## src/rtl/hexdisp_ctrl_pkg.sv

```systemverilog
// Shared types and constants for the six-digit hex display controller.
package hexdisp_ctrl_pkg;

  localparam int unsigned NUM_DIGITS = 6;
  localparam int unsigned NIB_W      = 4;
  localparam int unsigned GLYPH_W    = 7;
  localparam int unsigned SEG_W      = 8;
  localparam int unsigned VALUE_W    = NUM_DIGITS * NIB_W;

  // Dark digit: all segments and dp off (active-low).
  localparam logic [SEG_W-1:0] SEG_BLANK = 8'hFF;

  typedef enum logic [1:0] {
    ST_IDLE,
    ST_DECODE,
    ST_HOLD
  } state_e;

  // Active-low segment glyphs g..a for nibbles 0..F.
  localparam logic [GLYPH_W-1:0] GLYPH_TABLE [16] = '{
    7'h40, 7'h79, 7'h24, 7'h30, 7'h19, 7'h12, 7'h02, 7'h78,
    7'h00, 7'h10, 7'h08, 7'h03, 7'h46, 7'h21, 7'h06, 7'h0E
  };

endpackage

```

## src/rtl/hex2seg.sv

```systemverilog
// Nibble to active-low seven-segment glyph (a..g, no dp).
module hex2seg
  import hexdisp_ctrl_pkg::*;
(
  input  logic [NIB_W-1:0]   nib_i,
  output logic [GLYPH_W-1:0] seg_o_c
);

  assign seg_o_c = GLYPH_TABLE[nib_i];

endmodule

```

## src/rtl/hexdisp_ctrl.sv

```systemverilog
// Six-digit hex display controller: shadow capture, leading-zero blanking,
// per-digit decimal points and a free-running blink overlay.
module hexdisp_ctrl
  import hexdisp_ctrl_pkg::*;
#(
  parameter int unsigned CLK_HZ   = 10000000,
  parameter int unsigned BLINK_HZ = 2
) (
  input  logic                  clk,
  input  logic                  rst,
  input  logic [VALUE_W-1:0]    value,
  input  logic [NUM_DIGITS-1:0] dp,
  input  logic                  load,
  input  logic                  lz_en,
  input  logic [NUM_DIGITS-1:0] blink_mask,
  output logic                  ready,
  output logic [SEG_W-1:0]      sthex0,
  output logic [SEG_W-1:0]      sthex1,
  output logic [SEG_W-1:0]      sthex2,
  output logic [SEG_W-1:0]      sthex3,
  output logic [SEG_W-1:0]      sthex4,
  output logic [SEG_W-1:0]      sthex5
);

  localparam int unsigned TERM_CNT = CLK_HZ / (2 * BLINK_HZ) - 1;
  localparam int unsigned PS_W     = $clog2(TERM_CNT) + 1;

  state_e                  state_q, state_d;
  logic                    ready_q;
  logic                    capture_c;

  logic [VALUE_W-1:0]      value_q;
  logic [NUM_DIGITS-1:0]   dp_q;
  logic [NUM_DIGITS-1:0]   mask_q;
  logic                    lz_q;

  logic [PS_W-1:0]         ps_q, ps_d;
  logic                    phase_q, phase_d;

  logic [GLYPH_W-1:0]      glyph [NUM_DIGITS];
  logic [NUM_DIGITS-1:0]   lz_blank;
  logic                    lz_run;
  logic [SEG_W-1:0]        decoded [NUM_DIGITS];
  logic [SEG_W-1:0]        pat_q   [NUM_DIGITS];
  logic [SEG_W-1:0]        pat_d   [NUM_DIGITS];
  logic [SEG_W-1:0]        sthex_q [NUM_DIGITS];
  logic [SEG_W-1:0]        sthex_d [NUM_DIGITS];

  assign capture_c = load & ready_q;

  // Per-digit glyph lookup from the shadow value.
  for (genvar g = 0; g < int'(NUM_DIGITS); g++) begin : g_dec
    hex2seg u_hex2seg (
      .nib_i   (value_q[g*NIB_W +: NIB_W]),
      .seg_o_c (glyph[g])
    );
  end

  // Next-state logic: capture -> one decode cycle -> one hold cycle.
  always_comb begin
    state_d = state_q;
    case (state_q)
      ST_IDLE:   if (capture_c) state_d = ST_DECODE;
      ST_DECODE: state_d = ST_HOLD;
      ST_HOLD:   state_d = ST_IDLE;
      default:   state_d = ST_IDLE;
    endcase
  end

  // Blink prescaler: wraps at the half-period count and flips the phase.
  always_comb begin
    ps_d    = ps_q + PS_W'(1);
    phase_d = phase_q;
    if (ps_q == PS_W'(TERM_CNT)) begin
      ps_d    = '0;
      phase_d = ~phase_q;
    end
  end

  // Leading-zero run from the top digit down; digit 0 is never blanked.
  always_comb begin
    lz_blank = '0;
    lz_run   = lz_q;
    for (int i = int'(NUM_DIGITS) - 1; i >= 1; i--) begin
      lz_run      = lz_run & (value_q[i*NIB_W +: NIB_W] == '0);
      lz_blank[i] = lz_run;
    end
  end

  // Pattern latched on the decode edge, blink overlay applied every cycle.
  always_comb begin
    for (int i = 0; i < int'(NUM_DIGITS); i++) begin
      decoded[i] = {~dp_q[i], lz_blank[i] ? {GLYPH_W{1'b1}} : glyph[i]};
      pat_d[i]   = (state_q == ST_DECODE) ? decoded[i] : pat_q[i];
      sthex_d[i] = (!phase_d && mask_q[i]) ? SEG_BLANK : pat_d[i];
    end
  end

  // FSM state and handshake register.
  always_ff @(posedge clk) begin
    if (rst) begin
      state_q <= ST_IDLE;
      ready_q <= 1'b1;
    end else begin
      state_q <= state_d;
      ready_q <= (state_d == ST_IDLE);
    end
  end

  // Shadow registers, prescaler and display registers.
  always_ff @(posedge clk) begin
    if (rst) begin
      value_q <= '0;
      dp_q    <= '0;
      lz_q    <= 1'b0;
      mask_q  <= '0;
      ps_q    <= '0;
      phase_q <= 1'b1;
      for (int i = 0; i < int'(NUM_DIGITS); i++) begin
        pat_q[i]   <= SEG_BLANK;
        sthex_q[i] <= SEG_BLANK;
      end
    end else begin
      if (capture_c) begin
        value_q <= value;
        dp_q    <= dp;
        lz_q    <= lz_en;
        mask_q  <= blink_mask;
      end
      ps_q    <= ps_d;
      phase_q <= phase_d;
      for (int i = 0; i < int'(NUM_DIGITS); i++) begin
        pat_q[i]   <= pat_d[i];
        sthex_q[i] <= sthex_d[i];
      end
    end
  end

  assign ready  = ready_q;
  assign sthex0 = sthex_q[0];
  assign sthex1 = sthex_q[1];
  assign sthex2 = sthex_q[2];
  assign sthex3 = sthex_q[3];
  assign sthex4 = sthex_q[4];
  assign sthex5 = sthex_q[5];

endmodule

```

## config.mk

```make
export PLATFORM = sky130hd
export DESIGN_NAME = hexdisp_ctrl
export DESIGN_NICKNAME = d
export VERILOG_FILES = /design/src/rtl/hexdisp_ctrl_pkg.sv /design/src/rtl/hex2seg.sv /design/src/rtl/hexdisp_ctrl.sv
export SDC_FILE = /design/constraint.sdc
export NUM_CORES = 1
export LEC_CHECK = 0
export CAP_MARGIN = 20
export CORE_ASPECT_RATIO = 2
export CORE_MARGIN = 2
export CORE_UTILIZATION = 57
export DETAILED_ROUTE_END_ITERATION = 12
export DONT_BUFFER_PORTS = 1
export GPL_ROUTABILITY_DRIVEN = 0
export PLACE_DENSITY = 0.72
export SYNTH_ARGS = -nofsm -noshare
export SYNTH_HDL_FRONTEND = slang
export SYNTH_SLANG_ARGS = --single-unit
```

## constraint.sdc

```tcl
create_clock -name clk -period 2.1 [get_ports clk]
set_input_delay 0.42 -clock clk [delete_from_list [all_inputs] [get_ports clk]]
set_output_delay 0.42 -clock clk [all_outputs]
set_load 0.005 [all_outputs]
```

Word level (Yosys, flattened, before mapping)
Memories as Yosys holds them, arrays and structs flattened.
Index checks and enable logic that the tools add are counted.
Widths: inputs -> output; s select.
{"block": "totals", "regBits": 64, "latchBits": 0, "ramBits": 96, "romBits": 672, "in_bits": 40, "out_inout_bits": 49, "word_cells": 118, "n_memories": 8}
{"name": "(no name shown)", "words": 16, "width": 7, "rd": 1, "rd_ports_with_merged_regs": 0, "write_ports": 0, "line": "hex2seg.sv:9", "source": "assign seg_o_c = GLYPH_TABLE[nib_i];"}
{"name": "(no name shown)", "words": 16, "width": 7, "rd": 1, "rd_ports_with_merged_regs": 0, "write_ports": 0, "line": "hex2seg.sv:9"}
{"name": "(no name shown)", "words": 16, "width": 7, "rd": 1, "rd_ports_with_merged_regs": 0, "write_ports": 0, "line": "hex2seg.sv:9"}
{"name": "(no name shown)", "words": 16, "width": 7, "rd": 1, "rd_ports_with_merged_regs": 0, "write_ports": 0, "line": "hex2seg.sv:9"}
{"name": "(no name shown)", "words": 16, "width": 7, "rd": 1, "rd_ports_with_merged_regs": 0, "write_ports": 0, "line": "hex2seg.sv:9"}
{"name": "(no name shown)", "words": 16, "width": 7, "rd": 1, "rd_ports_with_merged_regs": 0, "write_ports": 0, "line": "hex2seg.sv:9"}
{"name": "+2 memories"}
{"block": "op_classes", "n_addsub": 1, "mul": 0, "div": 0, "magnitude_cmp": 6, "eq_ne": 2, "shift": 0, "muxes": 47, "bitwise": 31, "n_reduce_logical": 15}
{"operator": "$mux 8", "count": 24}
{"operator": "$mux 7", "count": 17}
{"operator": "$ge 5x5->1 const B", "count": 6}
{"operator": "$not 4->5", "count": 6}
{"operator": "$add 23x1->23 const B", "count": 1}
{"operator": "$eq 23x22->1 const B", "count": 1}
{"operator": "$logic_not 4->1", "count": 5}
{"operator": "$or 1x1->1", "count": 12}
{"operator": "$not 1->1", "count": 7}
{"operator": "$and 1x1->1", "count": 6}
{"operator": "$logic_and 1x1->1", "count": 6}
{"operator": "$logic_not 2->1", "count": 2}
{"operator": "$mux 1", "count": 4}
{"operator": "$pmux 2 s2", "count": 1}
{"operator": "$eq 2x1->1 const B", "count": 1}
{"operator": "$mux 2", "count": 1}
{"operator": "$reduce_or 2->1", "count": 1}
{"operator": "$logic_not 1->1", "count": 1}

Longest topological paths before layout
Gate-level depths: netlist (run 1).
{"block": "logic_depth", "depth_word": 10, "ltp_mapped": 8, "ltp_nobuf": 7}

Modules after synthesis
A second synthesis (run 1) with hierarchy kept.
{"block": "unflattened", "cells_unflattened": 828, "area_unflattened_um2": 7405.9}
{"module": "hexdisp_ctrl", "n_inst": 1, "cells_each": 633, "area_per_inst_um2": 5773.0, "seq_area_each_um2": 3203.1}
{"module": "hex2seg (g_dec[1].u_hex2seg ...)", "n_inst": 3, "cells_each": 32, "area_per_inst_um2": 275.3, "seq_area_each_um2": 0.0}
{"module": "hex2seg (g_dec[0].u_hex2seg ...)", "n_inst": 3, "cells_each": 33, "area_per_inst_um2": 269.0, "seq_area_each_um2": 0.0}

Least setup slack after synthesis (run 1)
OpenSTA, ideal clock, no wires.
{"block": "synth_path", "kind": "in2reg", "start": "in rst", "end": "mem sthex_q[3][4]", "setup_ps": 114, "arrival_time_ps": 1898, "required_time_ps": 1986, "slack_ps": 88, "stages": 8, "path_buffers": 3, "cell_sequence": "clkbuf_1 > or3b_1 > clkbuf_1 > inv_1 > buf_2 > o21ai_1 > o32a_1 > a21o_1"}
{"element": "from (decl)", "line": "hexdisp_ctrl.sv:10", "source": "input logic rst,"}
{"element": "to (decl)", "line": "hexdisp_ctrl.sv:46", "source": "logic [SEG_W-1:0] sthex_q [NUM_DIGITS];"}

==> qor.txt, run 1 <==
Syn Nets = 815
CP Data Required Time = 2.41 ns
syn_area_per_cell = 9.156 sq um
Pre-Repair DR Iteration Count = 5
root buffer cell = clkbuf_16
Routed Wire Length = 15.83 mm
most common cell after layout, fill and taps aside = dfxtp_1
first-pass GRT wire length = 26.19 mm
switching share of power = 0.2376
DRC = 0
die area = 12830 sq um
Achievable Freq = 506.9 MHz
clock network power share = 0.434
DRT iter0 DRCs = 297
core area = 11630 sq um
Final nets = 820
clock slew at reported path FFs = 0.06 ns
endpoint class of the critical path = flop
Hold Path Class = in -> reg
Cell Area, Synth = 6775 sq um
proportion of power drawn by flip-flops and latches = 0.470
Pwr per Cell Area = 932.4 nW/um^2
crit path time final = 1.973 ns
Initial Utilization = 0.5825
period utilization = 0.9393
GRT Total Usage = 0.2656
top cells by area, synth = dfxtp_1 47%, ha_1 6.5%, nand2_1 5.5%, a21o_1 5.3%, a21oi_1 4.8%
CTS H-tree lvls = 4
Clock Path Buffers = 2
cts hold-fix bufs = 0
setup repair bufs after CTS = 0
I/O Buffers = 0
Via density = 5.855
share of cells above drive strength 1 = 0.1108
design area = 7692 sq um
crit start category = flop
Post-synth EDFFs = 0
Post-synth top flop = dfxtp_1
ANT nets after route = 0
Die Y-Extent = 158.2 microns
Post-CTS Resized = 0
setup violators final = 0
TritonCTS buffer count = 17
Crit Path Category = reg -> reg
sequential area share after synthesis = 0.4728
Slew HR = 0.6295
max-slew violations = 0
top-area cell type share of the netlist area = 0.4728
number of cell rows = 56
largest net degree at the start of global routing = 62
routed wire length per instance = 17.53 microns
Worst-Margin Slew = 0.5558 ns
VDD IR-drop max = 0.7407 mV
die width = 81.09 microns
Logic pwr share = 0.095
Final Power = 7.172 mW
Ports = 89
GR Overflow Total = 0
asr flop ratio synth = 0
most frequent cells in the layout = 159 x dfxtp_1, 100 x nand2_1, 65 x a21oi_1
Netlist cell types = 54
Post-Syn Instances = 740
Int Pwr = 5.468 mW
initial antenna violation count = 0
Yosys top cell by area = dfxtp_1
DP Area = 7076 sq um
Worst-Skew Late Latency = 0.42 ns
synth warn = 0
Leak Pwr = 3.003 nW
fin util = 0.6614
crit-path max FO = 5
Worst Hold Slack = 0.06776 ns
skew final = 0.01567 ns
ant diodes = 0
CTS tree = done
CTS Sinks = 160
MaxCap Viol Count = 0
outcome = finished clean
DR vias = 5287
switching power = 1.704 mW
#FFs+latches synth = 160
Fin. Hold Viols = 0
WP data arrival = 2.28 ns
synthesis-to-finish area growth = 13.54%
vias in the first global route = 5478
Setup TNS = 0 ns
post-DP HPWL = 11.46 mm
[Yosys cell counts, types with 5 or more instances]
| library cell | n |
|---|---|
| a21oi_1 | 65 |
| nor3_1 | 17 |
| nand3_1 | 12 |
| nand2_1 | 100 |
| o32a_1 | 7 |
| o21ai_0 | 17 |
| nand4_1 | 9 |
| dfxtp_1 | 160 |
| mux2_2 | 9 |
| nor2_1 | 55 |
| a31oi_1 | 5 |
| inv_1 | 28 |
| a211o_1 | 7 |
| o22a_1 | 16 |
| mux2i_1 | 13 |
| clkbuf_1 | 40 |
| xor2_1 | 8 |
| ha_1 | 35 |
| a21o_1 | 48 |
| nand2b_1 | 6 |
| xnor2_1 | 12 |
[worst max-delay path, cell delays in order, from the launching register on]
cell and delay (ns):
dfxtp_1 0.33, inv_1 0.07, ha_1 0.25, and2_1 0.22, and3_1 0.19, a221oi_1 0.46, a21oi_1 0.17, a21o_1 0.17
[routing by layer]
layer / global-route usage / vias up / wire, microns
li1: - / 2567 / -
met2: 0.5030 / 132 / 8982
met1: 0.2639 / 2559 / 5753
met3: 0.06157 / 29 / 662
met5: 0 / - / 0
met4: 0.1211 / 0 / 433
[flip-flops by register name (all words and copies together) (netlist names)]
| register | flops |
|---|---|
| phase_q | 1 |
| state_q | 2 |
| sthex_q | 48 |
| lz_q | 1 |
| dp_q | 6 |
| ready | 1 |
| value_q | 24 |
| pat_q | 48 |
| ps_q | 23 |
| mask_q | 6 |
[logic make-up after synthesis]
| kind of cell | count (synthesis) | share of synthesized area |
|---|---|---|
| buf+inv | 78 | 0.04617 |
| mux | 26 | 0.04746 |
| xor+xnor | 20 | 0.02585 |
| compound gates | 195 | 0.1945 |
| fa+ha+maj | 35 | 0.06464 |
| simple gates | 226 | 0.1487 |
| flops | 160 | 0.4728 |
[power by group through the flow]
stage          logic [mW]  registers, mW  clock network (mW)
2_1_floorplan       0.533           3.38                   0
3_3_place_gp        0.651           3.44                   0
5_1_grt             0.765           3.40                3.30
4_1_cts             0.684           3.38                3.16
6_report            0.684           3.37                3.11
3_5_place_dp        0.679           3.44                   0
[final timing paths]
kind                                   end                      from  slack, ns  cells after the start
hold / removal     value_q[4]$_SDFFE_PP0P_                       rst       0.07                      1
hold reg to reg       dp_q[3]$_SDFFE_PP0P_      dp_q[3]$_SDFFE_PP0P_       0.45                      2
setup reg to reg  sthex_q[4][6]$_SDFF_PP1_  value_q[20]$_SDFFE_PP0P_       0.13                      7
setup / recovery  sthex_q[4][6]$_SDFF_PP1_  value_q[20]$_SDFFE_PP0P_       0.13                      7
[cell type report]
type	instances	area, sq um
Clock inverter	9	131.4
Clock buffer	23	467.9
Timing Repair Buffer	36	307.8
Inverter	28	105.1
Sequential cell	160	3204
Multi-Input combinational cell	502	3294
Tap cell	145	181.4
Fill cell	988	3939
[through the flow]
stage / setup slack, ns / cells
floorplan: 0.08822 / 740
global placement: 0.1229 / 871
detailed placement: 0.08692 / 871
CTS: 0.08267 / 903
global route: -0.01924 / 903
finish: 0.1274 / 903
Power figures use the tool's default switching activity.
==> run 2, diff against run 1 <==
--- a/config.mk
+++ b/config.mk
@@ -14,4 +14,5 @@
 export GPL_ROUTABILITY_DRIVEN = 0
 export PLACE_DENSITY = 0.72
+export SKIP_LAST_GASP = 1
 export SYNTH_ARGS = -nofsm -noshare
 export SYNTH_HDL_FRONTEND = slang
==> constraint.sdc (replaced) <==
create_clock -name clk -period 2.1 [get_ports clk]
set_input_delay 0.105 -clock clk [delete_from_list [all_inputs] [get_ports clk]]
set_output_delay 0.105 -clock clk [all_outputs]
set_load 0.005 [all_outputs]
==> run 2 against run 1 <==
Against the previous run: sequential cell count stayed put; routed wire length is 4.5% higher; critical endpoint is now sthex_q[2][4]$_SDFF_PP1_; first-iteration DRC count is 7.7% lower; worst hold slack worse by 0.043 ns; cell count is 3.9% higher; final area is 4.6% higher; critical path type unchanged; critical path depth is 2 lower; global-route usage is 1.2 points higher; via count is 3.9% higher; sequential power hardly changed; fmax is 0.32% lower; die area stayed put.
==> qor.txt, run 2 (synthesis results as in run 1) <==
outcome = finished clean
Routed Wire Length = 16.54 mm
largest net degree at the start of global routing = 59
crit start category = flop
most common cell after layout, fill and taps aside = dfxtp_1
Ports = 89
fin util = 0.6917
Final Worst Setup Slack = 0.1211 ns
crit path time final = 1.979 ns
ANT nets after route = 0
synthesis-to-finish area growth = 18.74%
number of cell rows = 56
Pre-Repair DR Iteration Count = 5
Initial Utilization = 0.5825
Top Registers = pat_q (48), sthex_q (48), value_q (24)
endpoint class of the critical path = flop
skew final = 0.01323 ns
setup repair bufs after CTS = 0
Worst-Skew Late Latency = 0.42 ns
initial antenna violation count = 0
Final nets = 856
Hold Path Class = in -> reg
Setup TNS = 0 ns
share of cells above drive strength 1 = 0.1084
WP data arrival = 2.29 ns
Final Power = 7.105 mW
MaxCap Viol Count = 0
Slew HR = 0.6558
TritonCTS buffer count = 17
root buffer cell = clkbuf_16
Fin. Hold Viols = 0
RSZ-0062 raised after global routing = false
vias in the first global route = 5811
design area = 8045 sq um
die width = 81.09 microns
Leak Pwr = 3.150 nW
VDD IR-drop max = 0.6779 mV
Worst-Margin Slew = 0.5155 ns
period utilization = 0.9423
setup violators final = 0
DR vias = 5495
Clock Path Buffers = 2
CTS Sinks = 160
Placed Instances = 869
CP Data Required Time = 2.41 ns
Worst Hold Slack = 0.02480 ns
GRT Total Usage = 0.2775
Die Y-Extent = 158.2 microns
I/O Buffers = 0
dpl ws = 0.07840 ns
ant diodes = 0
first-pass GRT wire length = 27.14 mm
GR Overflow Total = 0
max-slew violations = 0
clock slew at reported path FFs = 0.07 ns
Finished Layout Cells = 938
core area = 11630 sq um
DRT iter0 DRCs = 274
most frequent cells in the layout = 159 x dfxtp_1, 100 x nand2_1, 65 x a21oi_1
routed wire length per instance = 17.63 microns
CTS H-tree lvls = 4
CTS tree = done
DP Area = 7061 sq um
DRC = 0
Achievable Freq = 505.3 MHz
Via density = 5.858
Pwr per Cell Area = 883.1 nW/um^2
die area = 12830 sq um
Crit Path Category = reg -> reg
crit-path max FO = 28
post-DP HPWL = 11.57 mm
## run 2: per-layer routing
metal	track usage	vias up	routed length, microns
met2	0.5317	157	9344
met5	0	-	0
li1	-	2645	-
met1	0.2519	2645	5707
met3	0.07583	48	804
met4	0.1501	0	680
## run 2: path summary, 6_finish.rpt
| check | start | to | slack (ns) | cells past startpoint |
|---|---|---|---|---|
| setup / recovery | ps_q[14]$_SDFF_PP0_ | sthex_q[2][4]$_SDFF_PP1_ | 0.12 | 5 |
| hold / removal | rst | dp_q[1]$_SDFFE_PP0P_ | 0.02 | 2 |
| setup reg to reg | ps_q[14]$_SDFF_PP0_ | sthex_q[2][4]$_SDFF_PP1_ | 0.12 | 5 |
| hold reg to reg | dp_q[3]$_SDFFE_PP0P_ | pat_q[3][7]$_SDFF_PP1_ | 0.45 | 1 |
## run 2: layout make-up
cell class / instances / area [sq um]
timing repair buffer: 72 / 690.7
tap: 145 / 181.4
fill: 947 / 3586
sequential: 160 / 3204
multi-input combinational: 502 / 3293
inverter: 28 / 105.1
clock inverter: 14 / 145.1
clock buffer: 17 / 425.4
## run 2: critical path: stages, from the launching register on
cell and delay [ns]:
dfxtp_1 0.35, or4_1 0.52, or3_4 0.44, xor2_4 0.18, buf_12 0.18, a21o_1 0.19
## run 2: what timing repair did
action,4_1_cts,5_1_grt
endpoints found under the setup margin,0,46
resized for setup,0,4
hold buffers,38,0
hold endpoints to repair,72,0
## run 2: power breakdown
part / total (mW) / internal (mW) / switching, mW
Sequential: 3.37 / 3.23 / 0.144
Clock: 2.97 / 1.74 / 1.23
Combinational: 0.764 / 0.352 / 0.412
Total: 7.10 / 5.32 / 1.78
